[src/rtl/memory_stage_if.sv]
// Bundle types and the handshake/data-bus port group of the memory-access stage.
// The stage itself binds to the master modport; the environment binds to slave.
package memory_stage_pkg;

  localparam logic [4:0] EXC_LOAD_MISALIGNED  = 5'd4;
  localparam logic [4:0] EXC_STORE_MISALIGNED = 5'd6;

  // memSize: 0 = byte, 1 = half, 2 = word, 3 = dword
  typedef struct packed {
    logic       memRead;
    logic       memWrite;
    logic       memUnsigned;
    logic [1:0] memSize;
    logic       regWrite;
  } ctl_t;

  typedef struct packed {
    logic       valid;
    logic [4:0] code;
  } excep_t;

  typedef struct packed {
    logic [63:0] pc;
    logic [31:0] raw_instr;
    logic [4:0]  dst;
    logic [4:0]  ra1;
    logic [4:0]  ra2;
    ctl_t        ctl;
    logic [63:0] writedata;
    logic [63:0] csrdata;
    logic [63:0] memaddr;
    logic [11:0] csraddr;
    excep_t      excep;
    logic [1:0]  priviledgeMode;
  } execute_data_t;

  typedef execute_data_t memory_data_t;

  typedef struct packed {
    logic        valid;
    logic [63:0] addr;
    logic [2:0]  size;
    logic [7:0]  strobe;
    logic [63:0] data;
  } dbus_req_t;

  typedef struct packed {
    logic        addr_ok;
    logic        data_ok;
    logic [63:0] data;
  } dbus_resp_t;

endpackage

interface memory_stage_if;
  import memory_stage_pkg::*;

  execute_data_t dataE;
  logic          in_valid;
  logic          in_ready;
  dbus_req_t     dreq;
  dbus_resp_t    dresp;
  memory_data_t  dataM;
  logic          out_valid;
  logic          out_ready;

  modport master (
    input  dataE, in_valid, dresp, out_ready,
    output in_ready, dreq, dataM, out_valid
  );

  modport slave (
    output dataE, in_valid, dresp, out_ready,
    input  in_ready, dreq, dataM, out_valid
  );
endinterface

[src/rtl/memory_stage.sv]
// Memory-access pipeline stage: one bus transaction per load/store, load lane
// extraction with sign/zero extension, store lane shifting, registered result.
//
// state | meaning
// IDLE  | output register empty or being drained
// WAIT  | data-bus transaction outstanding
// HOLD  | dataM valid, waiting for writeback to accept it
module memory_stage #(
  parameter int XLEN = 64
) (
  input logic            clk,
  input logic            reset,
  memory_stage_if.master bus
);
  import memory_stage_pkg::*;

  localparam logic [1:0] IDLE = 2'd0;
  localparam logic [1:0] WAIT = 2'd1;
  localparam logic [1:0] HOLD = 2'd2;

  logic [1:0]      state;
  memory_data_t    bundle;
  dbus_req_t       reqReg;

  logic            inReady;
  logic            accept;
  logic            isLoad;
  logic            isStore;
  logic            isMemOp;
  logic            misaligned;
  logic [2:0]      offset;
  logic [7:0]      sizeMask;
  dbus_req_t       nextReq;

  logic            holdIsLoad;
  logic            signExt;
  logic [63:0]     laneData;
  logic [XLEN-1:0] loadValue;

  always_comb begin : decodeIn
    inReady    = (state == IDLE) || ((state == HOLD) && bus.out_ready);
    accept     = bus.in_valid && inReady;
    isStore    = bus.dataE.ctl.memWrite;
    isLoad     = bus.dataE.ctl.memRead && !bus.dataE.ctl.memWrite;
    // A bundle that already faulted upstream must not touch the bus.
    isMemOp    = (isLoad || isStore) && !bus.dataE.excep.valid;
    offset     = bus.dataE.memaddr[2:0];
    sizeMask   = 8'h01;
    misaligned = 1'b0;
    case (bus.dataE.ctl.memSize)
      2'd0: begin
        sizeMask   = 8'h01;
        misaligned = 1'b0;
      end
      2'd1: begin
        sizeMask   = 8'h03;
        misaligned = offset[0];
      end
      2'd2: begin
        sizeMask   = 8'h0F;
        misaligned = |offset[1:0];
      end
      default: begin
        sizeMask   = 8'hFF;
        misaligned = |offset;
      end
    endcase

    nextReq       = '0;
    nextReq.valid = 1'b1;
    nextReq.addr  = bus.dataE.memaddr;
    nextReq.size  = {1'b0, bus.dataE.ctl.memSize};
    if (isStore) begin
      nextReq.strobe = sizeMask << offset;
      nextReq.data   = bus.dataE.writedata << {offset, 3'b000};
    end
  end

  always_comb begin : loadAlign
    holdIsLoad = bundle.ctl.memRead && !bundle.ctl.memWrite;
    signExt    = !bundle.ctl.memUnsigned;
    laneData   = bus.dresp.data >> {bundle.memaddr[2:0], 3'b000};
    case (bundle.ctl.memSize)
      2'd0:    loadValue = {{(XLEN-8){signExt & laneData[7]}}, laneData[7:0]};
      2'd1:    loadValue = {{(XLEN-16){signExt & laneData[15]}}, laneData[15:0]};
      2'd2:    loadValue = {{(XLEN-32){signExt & laneData[31]}}, laneData[31:0]};
      default: loadValue = laneData[XLEN-1:0];
    endcase
  end

  always_ff @(posedge clk) begin
    if (reset) begin
      state  <= IDLE;
      bundle <= '0;
      reqReg <= '0;
    end else if (accept) begin
      bundle <= bus.dataE;
      if (!isMemOp) begin
        state <= HOLD;
      end else if (misaligned) begin
        state              <= HOLD;
        bundle.excep.valid <= 1'b1;
        bundle.excep.code  <= isStore ? EXC_STORE_MISALIGNED : EXC_LOAD_MISALIGNED;
      end else begin
        state  <= WAIT;
        reqReg <= nextReq;
      end
    end else begin
      case (state)
        WAIT: begin
          // addr_ok is deliberately ignored; only data_ok retires the access.
          if (bus.dresp.data_ok) begin
            state  <= HOLD;
            reqReg <= '0;
            if (holdIsLoad) bundle.writedata <= loadValue;
          end
        end
        HOLD: begin
          if (bus.out_ready) state <= IDLE;
        end
        default: state <= IDLE;
      endcase
    end
  end

  assign bus.in_ready  = inReady;
  assign bus.dreq      = reqReg;
  assign bus.dataM     = bundle;
  assign bus.out_valid = (state == HOLD);

endmodule

[src/flat_wrapper.sv]
// flat-port wrapper written by rule: the top's interface ports become plain ports
module memory_stage_flat import memory_stage_pkg::*;
#(
  parameter int XLEN = 64
)
  (clk, reset, bus_dataE, bus_in_valid, bus_dresp, bus_out_ready, bus_in_ready, bus_dreq, bus_dataM, bus_out_valid);
  memory_stage_if bus_i ();
  input logic clk;
  input logic reset;
  input wire logic [$bits(bus_i.dataE)-1:0] bus_dataE;
  input wire logic [$bits(bus_i.in_valid)-1:0] bus_in_valid;
  input wire logic [$bits(bus_i.dresp)-1:0] bus_dresp;
  input wire logic [$bits(bus_i.out_ready)-1:0] bus_out_ready;
  output wire logic [$bits(bus_i.in_ready)-1:0] bus_in_ready;
  output wire logic [$bits(bus_i.dreq)-1:0] bus_dreq;
  output wire logic [$bits(bus_i.dataM)-1:0] bus_dataM;
  output wire logic [$bits(bus_i.out_valid)-1:0] bus_out_valid;
  assign bus_i.dataE = bus_dataE;
  assign bus_i.in_valid = bus_in_valid;
  assign bus_i.dresp = bus_dresp;
  assign bus_i.out_ready = bus_out_ready;
  assign bus_in_ready = bus_i.in_ready;
  assign bus_dreq = bus_i.dreq;
  assign bus_dataM = bus_i.dataM;
  assign bus_out_valid = bus_i.out_valid;
  memory_stage #(.XLEN(XLEN)) u_core (.clk(clk), .reset(reset), .bus(bus_i));
endmodule
[config.mk]
export PLATFORM = sky130hd
export DESIGN_NAME = memory_stage_flat
export DESIGN_NICKNAME = d
export VERILOG_FILES = /design/src/rtl/memory_stage_if.sv /design/src/rtl/memory_stage.sv /design/src/flat_wrapper.sv
export SDC_FILE = /design/constraint.sdc
export NUM_CORES = 1
export LEC_CHECK = 0
export CAP_MARGIN = 20
export CORE_AREA = 4 4 338 340
export DETAILED_ROUTE_END_ITERATION = 10
export DIE_AREA = 0 0 342 344
export GPL_ROUTABILITY_DRIVEN = 0
export HOLD_SLACK_MARGIN = 0.08
export PLACE_DENSITY_LB_ADDON = 0.05
export REMOVE_ABC_BUFFERS = 1
export SLEW_MARGIN = 20
export SYNTH_ARGS = -nofsm -noshare
export SYNTH_HDL_FRONTEND = slang
export SYNTH_SLANG_ARGS = --single-unit
[constraint.sdc]
create_clock -name clk -period 6.2 [get_ports clk]
set_clock_uncertainty 0.2 [all_clocks]
set_input_delay 0.93 -clock clk [delete_from_list [all_inputs] [get_ports clk]]
set_output_delay 0.93 -clock clk [all_outputs]
set_load 0.1 [all_outputs]
==> impl_metrics.tcl, run 1 <==
set metrics [dict create \
    outcome "completed" \
    cp_slowest_cell "clkdlybuf4s50_1" \
    crit_arrival_ps 3060 \
    io_buffers 867 \
    power_frac_seq_pct 32.9 \
    setup_viol 0 \
    drt_iter0_drc 976 \
    worstSkewPairLatency_ps 630 \
    max_freq_mhz 239 \
    hold_path.class "flop to flop" \
    n_fill_cell 11900 \
    hpwl_mm 88.8 \
    finalWorstSetupSlack_ps 2010 \
    ir_drop_v 0.000171 \
    post-route-util_pct 29.4 \
    clkSlewWorstSetupHoldPaths_ps 60 \
    synth_async_sr_flop_share_pct 0 \
    grt_antenna_before_repair 25 \
    p_clk_share_pct 40.6 \
    path_buf_inv 2 \
    clock_tree.root_cell "clkbuf_16" \
    synth_seq_cells 470 \
    max-slew-margin-rel_pct 19.7 \
    path_depth 2 \
    required_ps 5070 \
    synth.avg_cell_area_sq_um 8.57 \
    cts_tree "done" \
    synth_cell_types 56 \
    synth-seq-area-share_pct 45.8 \
    grt_max_degree 145 \
    cts-hold-fix-buffers 0 \
    layout.nets 3549 \
    placed_cell_area_sq_um 30500 \
    preCtsSetupSlack_ps 1640 \
    final_common_cell "clkdlybuf4s50_1" \
    end_kind "primary output" \
    dieArea_sq_um 118000 \
    placedCellCount 4581 \
    synth_ff_type "dfxtp_1" \
    routedWlPerCell_um 25.5 \
    slowest_delay_ps 1260 \
    cp_max_fo 47 \
    switchingPower_mw 3.57 \
    crit_type "flop to primary output" \
    tightest_slew_ps 1200 \
    p_leak_nw 11.7 \
    htreeDepth 3 \
    cts.sinks 470 \
    initial_core_util_pct 18.4 \
    min_period_over_period_pct 67.6 \
    rsz0062_at_grt "no" \
    row_count 123 \
    cts_resized 0 \
    die-height_um 344 \
    power_frac_comb_pct 26.5 \
    path_cells "buf_4 -> clkdlybuf4s50_1" \
    grt_pass1_vias 20800 \
    powerDensity_nw_per_um2 304 \
    maxCapViolCount 0 \
    grt_pass1_wl_mm 165 \
    yosysWarnings 0 \
    grt_use_total_pct 19.4 \
    rr_worst_depth 6 \
    viasPerCell 4.43 \
    num_vias 20900 \
    cts_buffers 67 \
    whs_ps 251 \
    overflow 0 \
    cts_setup_buffers 0 \
    coreArea_sq_um 112000 \
    intPower_mw 6.39 \
    multi_input_comb_area_sq_um 10200 \
    clockBufferDepth 3 \
    synth_edf_count 0 \
    hold_viol_final 0 \
    layout_common_cells "clkdlybuf4s50_1 (845), nand2_1 (636), dfxtp_1 (467), a21oi_1 (366), mux2i_1 (99)" \
    finalSetupTns_ps 0 \
    crit_family "buffers and inverters" \
    syn2layout_area_growth_pct 59.9 \
    io_pins 870 \
    totalWireLength_mm 120 \
    hold_depth 2 \
    die_x_um 342 \
    drt_pass1_iterations 6 \
    drcViolationCount 0 \
    syn_inst 2396 \
    fin_crit_ps 4190 \
    slew_viol_final 0 \
    critPathLaunchType "flop" \
    drive_gt1_share_pct 9.91 \
    ant_nets 0 \
    regArea_sq_um 9420 \
    fin_area_sq_um 32800 \
    syn_area_sq_um 20500 \
    swShare_pct 35.9 \
    fin_total_pwr_mw 9.97 \
    final_cell_count_no_fill 4712 \
]
-- power by group through the flow --
| stage | logic (mW) | clock network, mW | registers (mW) |
|---|---|---|---|
| floorplan | 0.574 | 0 | 4.47 |
| global placement | 2.66 | 0 | 3.34 |
| detailed placement | 2.67 | 0 | 3.35 |
| CTS | 2.67 | 4.21 | 3.28 |
| global route | 2.76 | 4.32 | 3.30 |
| finish | 2.64 | 4.05 | 3.28 |
-- flip-flops by register name, summed over array words and instances, names as in the netlist --
| register | cells |
|---|---|
| u_core.bus.dataM | 329 |
| u_core.bus.dreq | 139 |
| u_core.state | 2 |
-- kinds of logic after synthesis --
| family | share of synthesized area [%] |
|---|---|
| AOI/OAI and AO/OA | 20.8 |
| DFF | 45.8 |
| and+or+nand+nor | 16.5 |
| other | 0.0183 |
| buffers and inverters | 4.84 |
| muxes | 12.0 |
-- per-layer routing --
metal	up-vias	track usage [%]	share of wire, %
li1	9944	-	-
met1	10000	22.8	40
met5	-	0	0.072
met3	132	7.28	9.6
met4	16	5.82	2.5
met2	754	32.7	48
-- cell type report --
cell class / count / area share (%)
diodes: 14 / 0.107
inverters: 15 / 0.171
clock buffers: 101 / 6.26
repair buffers: 904 / 27.2
clock inverters: 16 / 0.773
well taps: 1500 / 5.71
flip-flops and latches: 470 / 28.7
multi-input cells: 1692 / 31.1
-- worst paths after layout --
path                                            from                     to  slack [ps]
worst min register to register  u_core.bus.dataM[33]   u_core.bus.dataM[33]         250
worst max-delay path            u_core.bus.dataM[21]          bus_dataM[21]        2010
worst min-delay path            u_core.bus.dataM[33]   u_core.bus.dataM[33]         250
worst max register to register       u_core.state[1]  u_core.bus.dataM[272]        2690
-- worst register-to-register path: cells and delay by family (launching register included) --
family | cells | cell delay [ps]
DFF | 1 | 340
AOI/OAI and AO/OA | 1 | 170
buffers and inverters | 2 | 1420
and+or+nand+nor | 3 | 1280
-- synth_stat cells (17+ instances only) --
cell type	n	area, sq um
nand2_1	636	2390
dfxtp_1	470	9410
a21oi_1	366	1830
clkbuf_1	145	544
mux2i_1	99	991
a22o_1	71	622
o21ai_0	65	325
buf_2	54	270
nor2_1	51	191
mux2_2	49	552
o22ai_1	45	282
nand3_1	42	210
mux4_2	41	923
nor3b_1	33	248
a31o_2	32	280
o21a_1	24	180
o2bb2ai_1	20	175
o221ai_1	17	149
No activity file was read; power rests on OpenSTA's default activity.
==> run 2: changes to the inputs <==
--- a/config.mk
+++ b/config.mk
@@ -6,9 +6,9 @@
 export NUM_CORES = 1
 export LEC_CHECK = 0
 export CAP_MARGIN = 20
-export CORE_AREA = 4 4 338 340
+export CORE_AREA = 4 4 336 338
 export DETAILED_ROUTE_END_ITERATION = 10
-export DIE_AREA = 0 0 342 344
+export DIE_AREA = 0 0 340 342
 export GPL_ROUTABILITY_DRIVEN = 0
 export HOLD_SLACK_MARGIN = 0.08
 export PLACE_DENSITY_LB_ADDON = 0.05
==> constraint.sdc (replaced) <==
create_clock -name clk -period 4 [get_ports clk]
set_clock_uncertainty 0.2 [all_clocks]
set_input_delay 0.6 -clock clk [delete_from_list [all_inputs] [get_ports clk]]
set_output_delay 0.6 -clock clk [all_outputs]
set_load 0.1 [all_outputs]
==> run 2 against run 1 <==
  * Non-clock buffer count grew 16
  * Utilization grew 0.42 points
  * Wire length grew 0.46%
  * Critical endpoint is now bus_dataM[215]
  * Highest routed layer unchanged
==> impl_metrics.tcl, run 2 (synthesis results as in run 1) <==
set metrics [dict create \
    coreArea_sq_um 110000 \
    totalWireLength_mm 121 \
    path_buf_inv 1 \
    layout.nets 3565 \
    layout_common_cells "clkdlybuf4s50_1 (835), nand2_1 (636), dfxtp_1 (467), a21oi_1 (366), mux2i_1 (99)" \
    hold_depth 2 \
    cp_max_fo 6 \
    hold_path.class "input port to flop" \
    powerDensity_nw_per_um2 457 \
    finalSetupTns_ps 0 \
    post-route-util_pct 29.9 \
    htreeDepth 3 \
    multi_input_comb_area_sq_um 10200 \
    initial_core_util_pct 18.7 \
    tightest_slew_ps 1160 \
    crit_arrival_ps 2430 \
    rsz0062_at_grt "no" \
    final_cell_count_no_fill 4707 \
    max_freq_mhz 310 \
    cts_resized 0 \
    slew_viol_final 0 \
    cts-hold-fix-buffers 0 \
    syn2layout_area_growth_pct 59.9 \
    die_x_um 340 \
    ant_nets 0 \
    ir_drop_v 0.000252 \
    holdPathEnd "u_core.bus.dataM[44]" \
    critPathLaunchType "flop" \
    maxCapViolCount 0 \
    min_period_over_period_pct 80.6 \
    clockBufferDepth 3 \
    r2r-end "u_core.bus.dataM[182]" \
    largest_reg_flops 329 \
    routedWlPerCell_um 25.7 \
    max-slew-margin-rel_pct 22.4 \
    dieArea_sq_um 116000 \
    io_buffers 867 \
    r2r_slack_ps 950 \
    clkSlewWorstSetupHoldPaths_ps 50 \
    drive_gt1_share_pct 10.2 \
    drt_pass1_iterations 5 \
    cp_slowest_cell "clkdlybuf4s50_1" \
    cts_setup_buffers 0 \
    drcViolationCount 0 \
    final_common_cell "clkdlybuf4s50_1" \
    grt_pass1_wl_mm 167 \
    fin_total_pwr_mw 15.0 \
    p_leak_nw 11.7 \
    end_kind "primary output" \
    overflow 0 \
    fin_crit_ps 3230 \
    num_vias 21100 \
    cts.sinks 470 \
    crit_type "flop to primary output" \
    setup_viol 0 \
    min-delay-start "reset" \
    n_fill_cell 11700 \
    cts_tree "done" \
    drt_iter0_drc 1096 \
    rr_worst_depth 6 \
    slowest_delay_ps 1220 \
    grt_use_total_pct 19.8 \
    hold_viol_final 0 \
    worstSkewPairLatency_ps 630 \
    grt_max_degree 157 \
    grt_pass1_vias 20700 \
    path_cells "clkdlybuf4s50_1" \
    placedCellCount 4584 \
    required_ps 3200 \
    regArea_sq_um 9420 \
    die-height_um 342 \
    clock_tree.root_cell "clkbuf_16" \
    row_count 122 \
    viasPerCell 4.48 \
    fin_area_sq_um 32900 \
    crit_family "buffers and inverters" \
    grt_antenna_before_repair 26 \
    reg2reg_from "u_core.bus.dataM[21]" \
    outcome "completed" \
    hpwl_mm 89.0 \
    cts_buffers 67 \
    io_pins 870 \
    placed_cell_area_sq_um 30700 \
]
[run 2: how the worst max path moves through the flow]
stage / start / end / cells past startpoint / slack (ps)
6_report: u_core.bus.dataM[215] / bus_dataM[215] / 1 / 770
5_1_grt: u_core.bus.dataM[215] / bus_dataM[215] / 1 / 700
4_1_cts: u_core.bus.dataM[215] / bus_dataM[215] / 1 / 700
3_5_place_dp: bus_out_ready / u_core.bus.dataM[260] / 7 / 460
3_3_place_gp: bus_dresp[63] / u_core.bus.dataM[179] / 6 / 480
2_1_floorplan: bus_in_valid / u_core.bus.dataM[176] / 4 / -8340
[run 2: through the flow]
| stage | setup WS [ps] | hold slack [ps] |
|---|---|---|
| 6_report | 775 | 146 |
| 5_1_grt | 699 | 148 |
| 4_1_cts | 698 | 107 |
| 3_5_place_dp | 462 | 246 |
| 3_3_place_gp | 484 | 239 |
| 2_1_floorplan | -8340 | 314 |
[run 2: layer usage]
metal | up-vias | GRT usage, % | share of wire [%] | wire (um)
met5 | - | 0 | 0.14 | 173
met4 | 24 | 4.36 | 2.0 | 2370
met3 | 134 | 7.01 | 7.9 | 9570
met2 | 720 | 33.7 | 48 | 58500
met1 | 10200 | 23.9 | 42 | 50100
li1 | 9968 | - | - | -
[run 2: cell type report]
class                      instances  share of cell area [%]
antenna                            9                  0.0685
sequential                       470                    28.7
clock inverter                    11                   0.373
clock buffer                     102                    5.97
timing repair buffer             920                    28.0
inverter                          15                   0.171
tap                             1488                    5.67
multi-input combinational       1692                    31.1
[run 2: where the power goes]
group | internal, mW | total, mW | switching [mW]
Sequential | 4.93 | 5.10 | 0.165
Clock | 3.44 | 5.77 | 2.33
Combinational | 1.19 | 4.13 | 2.94
